<file path="src/rtl/pipe_mac.sv">
// ---------------------------------------------------------------------------
// pipe_mac : pipelined multiply-accumulate with valid/ready handshaking.
//
// An operand beat (inp_a, inp_b plus its signed_mode/acc_en/acc_clr flags)
// is multiplied to a full 2*WIDTH product, extended to ACC_W and carried
// through STAGES-1 intermediate registers. The output register then either
// loads the plain product, clears-and-loads the accumulator, or adds into
// it. A stalled output (out_valid && !out_ready) freezes the whole pipe.
//
// Ports
//   clk          clock, rising edge
//   rst_n        asynchronous active-low reset
//   in_valid     operand beat offered
//   in_ready     beat accepted when in_valid && in_ready at a rising edge
//   inp_a/inp_b  operands, WIDTH bits
//   signed_mode  1 = two's complement operands, 0 = unsigned
//   acc_en       beat adds its product into the accumulator
//   acc_clr      beat clears the accumulator first (wins over acc_en)
//   out_valid    prod holds a result
//   out_ready    result consumed when out_valid && out_ready at an edge
//   prod         result, ACC_W bits
//   acc_ovf      sticky accumulator overflow flag
// ---------------------------------------------------------------------------
module pipe_mac #(
   parameter int WIDTH  = 16,
   parameter int STAGES = 2,
   parameter int ACC_W  = 40
) (
   input  logic             clk,
   input  logic             rst_n,
   input  logic             in_valid,
   output logic             in_ready,
   input  logic [WIDTH-1:0] inp_a,
   input  logic [WIDTH-1:0] inp_b,
   input  logic             signed_mode,
   input  logic             acc_en,
   input  logic             acc_clr,
   output logic             out_valid,
   input  logic             out_ready,
   output logic [ACC_W-1:0] prod,
   output logic             acc_ovf
);

   // Full-width product, sign- or zero-extended to the accumulator width.
   // Operands are widened to 2*WIDTH before multiplying so the product
   // modulo 2^(2*WIDTH) is the exact product in either mode.
   function automatic logic signed [ACC_W-1:0] ext_mul(
      input logic [WIDTH-1:0] a,
      input logic [WIDTH-1:0] b,
      input logic             sm
   );
      logic signed [2*WIDTH-1:0] ps;
      logic        [2*WIDTH-1:0] pu;
      ps = $signed({{WIDTH{a[WIDTH-1]}}, a}) * $signed({{WIDTH{b[WIDTH-1]}}, b});
      pu = {{WIDTH{1'b0}}, a} * {{WIDTH{1'b0}}, b};
      if (sm)
         return ACC_W'(ps);
      else
         return ACC_W'(pu);
   endfunction

   // Wrapping add; MSB of the result is the overflow flag for the mode:
   // carry-out when unsigned, like-signed operands giving a differently
   // signed sum when signed.
   function automatic logic [ACC_W:0] acc_add(
      input logic [ACC_W-1:0] acc_v,
      input logic [ACC_W-1:0] ext_v,
      input logic             sm
   );
      logic [ACC_W:0] s;
      logic           ovf;
      s = {1'b0, acc_v} + {1'b0, ext_v};
      if (sm)
         ovf = (acc_v[ACC_W-1] == ext_v[ACC_W-1]) && (s[ACC_W-1] != acc_v[ACC_W-1]);
      else
         ovf = s[ACC_W];
      return {ovf, s[ACC_W-1:0]};
   endfunction

   logic                    stall;
   logic signed [ACC_W-1:0] ext_in;

   // Signals entering the output register.
   logic                    vld_o;
   logic        [ACC_W-1:0] ext_o;
   logic                    sm_o;
   logic                    en_o;
   logic                    clr_o;

   logic        [ACC_W-1:0] acc;
   logic        [ACC_W-1:0] sum;
   logic                    add_ovf;

   assign stall    = out_valid && !out_ready;
   assign in_ready = rst_n && !stall;
   assign ext_in   = ext_mul(inp_a, inp_b, signed_mode);

   // ---- input -> intermediate stages ----
   generate
      if (STAGES == 1) begin : g_direct
         assign vld_o = in_valid && in_ready;
         assign ext_o = ext_in;
         assign sm_o  = signed_mode;
         assign en_o  = acc_en;
         assign clr_o = acc_clr;
      end else begin : g_pipe
         localparam int D = STAGES - 1;

         logic             vld_p [D];
         logic [ACC_W-1:0] ext_p [D];
         logic             sm_p  [D];
         logic             en_p  [D];
         logic             clr_p [D];

         always_ff @(posedge clk or negedge rst_n) begin
            if (!rst_n) begin
               for (int i = 0; i < D; i++) vld_p[i] <= 1'b0;
            end else if (!stall) begin
               vld_p[0] <= in_valid;
               for (int i = 1; i < D; i++) vld_p[i] <= vld_p[i-1];
            end
         end

         // Payload is qualified by vld_p, so it carries no reset.
         always_ff @(posedge clk) begin
            if (!stall) begin
               ext_p[0] <= ext_in;
               sm_p[0]  <= signed_mode;
               en_p[0]  <= acc_en;
               clr_p[0] <= acc_clr;
               for (int i = 1; i < D; i++) begin
                  ext_p[i] <= ext_p[i-1];
                  sm_p[i]  <= sm_p[i-1];
                  en_p[i]  <= en_p[i-1];
                  clr_p[i] <= clr_p[i-1];
               end
            end
         end

         assign vld_o = vld_p[D-1];
         assign ext_o = ext_p[D-1];
         assign sm_o  = sm_p[D-1];
         assign en_o  = en_p[D-1];
         assign clr_o = clr_p[D-1];
      end
   endgenerate

   assign {add_ovf, sum} = acc_add(acc, ext_o, sm_o);

   // ---- output register / accumulator ----
   always_ff @(posedge clk or negedge rst_n) begin
      if (!rst_n) begin
         out_valid <= 1'b0;
         prod      <= '0;
         acc       <= '0;
         acc_ovf   <= 1'b0;
      end else if (!stall) begin
         out_valid <= vld_o;
         if (vld_o) begin
            if (clr_o) begin
               acc     <= ext_o;
               prod    <= ext_o;
               acc_ovf <= 1'b0;
            end else if (en_o) begin
               acc  <= sum;
               prod <= sum;
               if (add_ovf) acc_ovf <= 1'b1;
            end else begin
               prod <= ext_o;
            end
         end
      end
   end

endmodule

</file>
<file path="config.mk">
export PLATFORM = sky130hd
export DESIGN_NAME = pipe_mac
export DESIGN_NICKNAME = d
export VERILOG_FILES = /design/src/rtl/pipe_mac.sv
export SDC_FILE = /design/constraint.sdc
export NUM_CORES = 1
export LEC_CHECK = 0
export CORE_UTILIZATION = 44
export DETAILED_ROUTE_END_ITERATION = 6
export HOLD_SLACK_MARGIN = 0.12
export PLACE_DENSITY_LB_ADDON = 0.05
export SYNTH_ARGS = -nofsm -noshare
export SYNTH_HDL_FRONTEND = slang
export SYNTH_SLANG_ARGS = --single-unit
</file>
<file path="constraint.sdc">
create_clock -name clk -period 6.75 [get_ports clk]
set_clock_uncertainty 0.15 [all_clocks]
set_input_delay 1.35 -clock clk [delete_from_list [all_inputs] [get_ports clk]]
set_output_delay 1.35 -clock clk [all_outputs]
set_load 0.03 [all_outputs]
</file>
* Word-level counts from Yosys, hierarchy flattened *
Memories as Yosys holds them, arrays and structs flattened.
Index checks and enable logic that the tools add are counted.

word-level totals
  input port bits = 39
  bits in registers = 83
  RAM bits = 43
  output and inout bits = 43
  memories = 4

operators by class
  eq/ne operators = 2
  bitwise gates (word level) = 1
  add/sub/neg operators = 1
  mux-type cells = 10
  reduce and logical (&&, ||, !) cells = 10
  multipliers = 2

memory list
  memory        depth  bits a word  rd ports  clocked after memory_dff  write ports  RTL line  text
  g_pipe.ext_p  1      40           1         0                         1            110       logic [ACC_W-1:0] ext_p [D];
  g_pipe.clr_p  1      1            1         0                         1            113       logic clr_p [D];
  g_pipe.en_p   1      1            1         0                         1            112       logic en_p [D];
  g_pipe.sm_p   1      1            1         0                         1            111       logic sm_p [D];

operators by type and width
  cell                 count
  $mux W40             5
  $mul A16 B16 Y32     2
  $add A40 B40 Y41     1
  $mux W1              5
  $reduce_and A4 Y1    1
  $reduce_bool A2 Y1   2
  $logic_and A1 B1 Y1  3
  $reduce_and A3 Y1    1
  $logic_not A1 Y1     2
  $reduce_and A2 Y1    1
  $eq A1 B1 Y1         1
  $ne A1 B1 Y1         1
  $not A1 Y1           1

* Logic depth before layout (Yosys ltp) *
  depth after elaboration = 7
  mapped depth = 27
  gate-level depth less buffers = 25

* Worst setup path after synthesis *
No wires, ideal clock.

  path type = input-to-reg
  from = in inp_a[11]
  to = mem g_pipe.ext_p[0][27] (data pin)
  slack = -0.692 ns
  stages on the path = 24
  setup time = 0.267 ns
  data arrival time = 7.024 ns
  path buffers = 1
  data required time = 6.333 ns
  path through = clkbuf_1 > nand2_1 > fa_1 > fa_1 > inv_1 > fa_1 > inv_1 > fa_1 > inv_1 > fa_1 > inv_1 > fa_1 > inv_1 > ha_1 > a21o_1 > a21o_1 > a21oi_1 > o21ai_0 > a221o_1 > a221oi_4 > o21bai_2 > a21oi_2 > xor2_1 > o21ai_0

between the ends
  word-level cells in the longest chain between the ends = 2

RTL lines
  item                                        RTL line  text
  start, declared                             33        input logic [WIDTH-1:0] inp_a,
  $mul A16 B16 Y32, on equally long branches  55, 54
  $mux W40 *                                  56        if (sm)
  net ext_in[27]                              81        logic signed [ACC_W-1:0] ext_in;
  end, declared                               110

Mark *: on every way through the listed nets, which the timed path passes. The rest lies on a longest branch.

* Worst setup path in the final report *
  from = in inp_a[7]
  to = mem g_pipe.ext_p[0][28] (data pin)

The elaborated chain is that of the path after synthesis.

==> out/metrics.yaml <==
layout:
  final_cell_mix: "inv_1, fa_1, buf_4, nand2_1, ha_1"
  stdcell_count: 3378
  n_antenna_cell: 0
  final_common_cell: "inv_1"
  drive_above_1_share_pct: 20.1
  num-nets-final: 3348
  fillers: 4457
  area_delta_synth_final_pct: 24.3
worst_setup_path:
  ff2ff_setup_slack_ns: 3.18
  worstPathArrival_ns: 7.10
  crit_type: "in2reg"
  reg2reg_depth: 11
  r2r-start: "g_pipe.ext_p[0][1]"
  crit_family: "adder cells"
  crit_path_end_kind: "register"
  cp_max_fo: 4
  critPathMaxStageDelay_ns: 0.56
  critical_path_buf_inv_count: 9
  cp-start-kind: "input port"
  cp.required_ns: 6.76
  r2r-end: "prod[31]"
  cp_slowest_cell: "fa_2"
synthesis:
  async_reset_ff_share_pct: 69.7
  ys_ff_latch: 119
  synthDistinctLibCells: 70
  syn-cell-area_mm2: 0.0215
  avgSynthCellArea_um2: 9.05
  synth-seq-area-share_pct: 14.7
  synth_fp_nets: 2975
  ys.flop_type: "dfrtp_1"
  synth_edf_count: 36
  ys_warn_count: 0
  synth_cells: 2377
status:
  status: "finished, violations left"
  violations: "negative setup slack"
grt:
  grt_pass1_wl_um: 94700
  grt_max_degree: 62
  gr-total-overflow: 0
  grt_pass1_vias: 18067
  antenna_found_initial: 0
  gr-usage-all-layers_pct: 23.9
clocking:
  cts_buffers: 17
  root_buffer: "clkbuf_16"
  htreeDepth: 4
  cts_max_path_buffers: 2
  cts_tree: "built"
  hold_buffers: 0
  clock_sinks: 119
  clkLatencyLatePin_ns: 0.43
  clkTransAtPathRegs_ns: 0.05
sta:
  period_minus_slack_ns: 7.09
  finalHoldViolCount: 0
  setup_viol: 17
  final-max-slew-violation-count: 0
  tightestPinTransition_ns: 0.851
  rsz0062_at_grt: "true"
  fmax_mhz: 141
  finalWorstSetupSlack_ns: -0.344
  max_slew_margin_pct: 43.1
  finalCritPeriodShare_pct: 105
floorplanning:
  rows: 80
  core_mm2: 0.0479
  dieArea_mm2: 0.0498
  io_pins: 82
  start_util_pct: 44.9
  die-height_um: 223
  fp.dieW_um: 223
place:
  dp_hpwl_um: 48600
  portBuffers: 81
  place_congestion: 0.889
  post-place-ws_ns: -1.24
  dpl.cell_count: 3311
routing:
  drt_iter0_drc: 711
  drt-wirelength-per-cell_um: 16.9
  first_pass_iters: 4
  routed_wl_um: 57000
  viasPerCell: 4.98
  route.detailed.drc: 0
  antenna_left: 0
  vias: 16831
min_path:
  min_from: "prod[33]"
  hold_end: "prod[33]"
  hp-class: "reg2reg"
  min_path_cells: 2
flow_run:
  drv_cap: 0
## registers in the layout (all words and copies together) (netlist names)
signal,count
g_pipe.clr_p,1
g_pipe.sm_p,1
out_valid,1
prod,40
g_pipe.ext_p,33
acc,40
acc_ovf,1
g_pipe.en_p,1
g_pipe.vld_p,1
## cell type report
class	instances	area (um2)	area share (%)
clock inverters	11	155	0.580
well taps	615	769	2.88
multi-input cells	1702	16900	63.1
inverters	479	1800	6.74
flip-flops and latches	119	3160	11.8
clock buffers	21	440	1.65
repair buffers	431	3530	13.2
## routing by layer
| layer | vias up | track usage, % | wire length, um | part of all wire [%] |
|---|---|---|---|---|
| met5 | - | 0 | 0 | 0 |
| met4 | 0 | 5.38 | 815 | 1.4 |
| met3 | 50 | 2.15 | 1630 | 2.9 |
| met2 | 282 | 38.3 | 25600 | 45 |
| met1 | 8258 | 35.2 | 29000 | 51 |
| li1 | 8241 | - | - | - |
## cell usage after synthesis (4+ instances only)
library cell	count	area [um2]
nand2_1	280	1050
o21ai_0	100	500
edfxtp_1	36	1080
nand2b_1	28	175
a21o_1	53	398
clkbuf_1	73	274
and3_1	6	37.5
xnor2_1	59	517
or2_2	4	25.0
nand4_1	8	50.1
o31ai_1	4	30.0
a211o_1	9	78.8
and2_1	117	732
ha_1	192	2400
a211oi_1	14	105
a31oi_1	17	106
o21a_1	15	113
xor2_1	38	333
o22ai_1	5	31.3
nor2_1	103	387
inv_1	478	1790
o21bai_1	8	60.1
or3_1	7	43.8
nor3_1	16	80.1
a21oi_1	132	661
mux2i_1	18	180
fa_1	367	7350
nor2b_1	8	50.1
a221oi_1	4	35.0
dfrtp_1	83	2080
a21boi_0	4	30.0
o211ai_1	11	82.6
nand3_1	21	105
o22a_1	5	43.8
## worst max path at each step
stage | start | depth (start not counted) | to
after detailed placement | inp_b[5] | 24 | g_pipe.ext_p[0][28]
after global placement | inp_b[2] | 23 | g_pipe.ext_p[0][28]
after global routing | inp_a[7] | 25 | g_pipe.ext_p[0][27]
after floorplan | inp_b[4] | 25 | g_pipe.ext_p[0][27]
final | inp_a[7] | 27 | g_pipe.ext_p[0][28]
after CTS | inp_a[7] | 25 | g_pipe.ext_p[0][29]
## kinds of logic (layout without fill, tap and decap cells)
group	Yosys count	count (layout)	synth area share, %
flops	119	119	14.7
buf+inv	556	942	9.73
mux	21	21	0.995
xor+xnor	97	97	3.95
compound gates	412	412	12.0
simple gates	613	613	13.3
fa+ha+maj	559	559	45.3
## stage by stage
| step | area, um2 | setup TNS, ns | hold WS (ns) | util [%] |
|---|---|---|---|---|
| 2_1_floorplan | 21800 | -2.32 | 0.303 | - |
| 3_3_place_gp | 25500 | -21.83 | 0.301 | 53.1 |
| 3_5_place_dp | 25500 | -22.66 | 0.317 | 53.1 |
| 4_1_cts | 26600 | -5.28 | 0.329 | 55.4 |
| 5_1_grt | 26700 | -7.54 | 0.352 | 55.8 |
| 6_report | 26700 | -3.45 | 0.321 | 55.8 |
## timing repair
| item | in CTS | in global routing |
|---|---|---|
| endpoints found under the setup margin | 21 | 21 |
| hold endpoints to repair | 0 | 0 |
| cloned | 1 | 0 |
| buffers inserted | 28 | 14 |
| pin swaps | 77 | 82 |
| resized for setup | 150 | 103 |
## worst min-delay path, stage by stage (launching register included)
cell	delay, ns
dfrtp_1	0.34
nand2_1	0.05
nand2_1	0.05
Power is not shown: default switching activity piles up to over one toggle a cycle in this logic, so the estimate is an artifact.
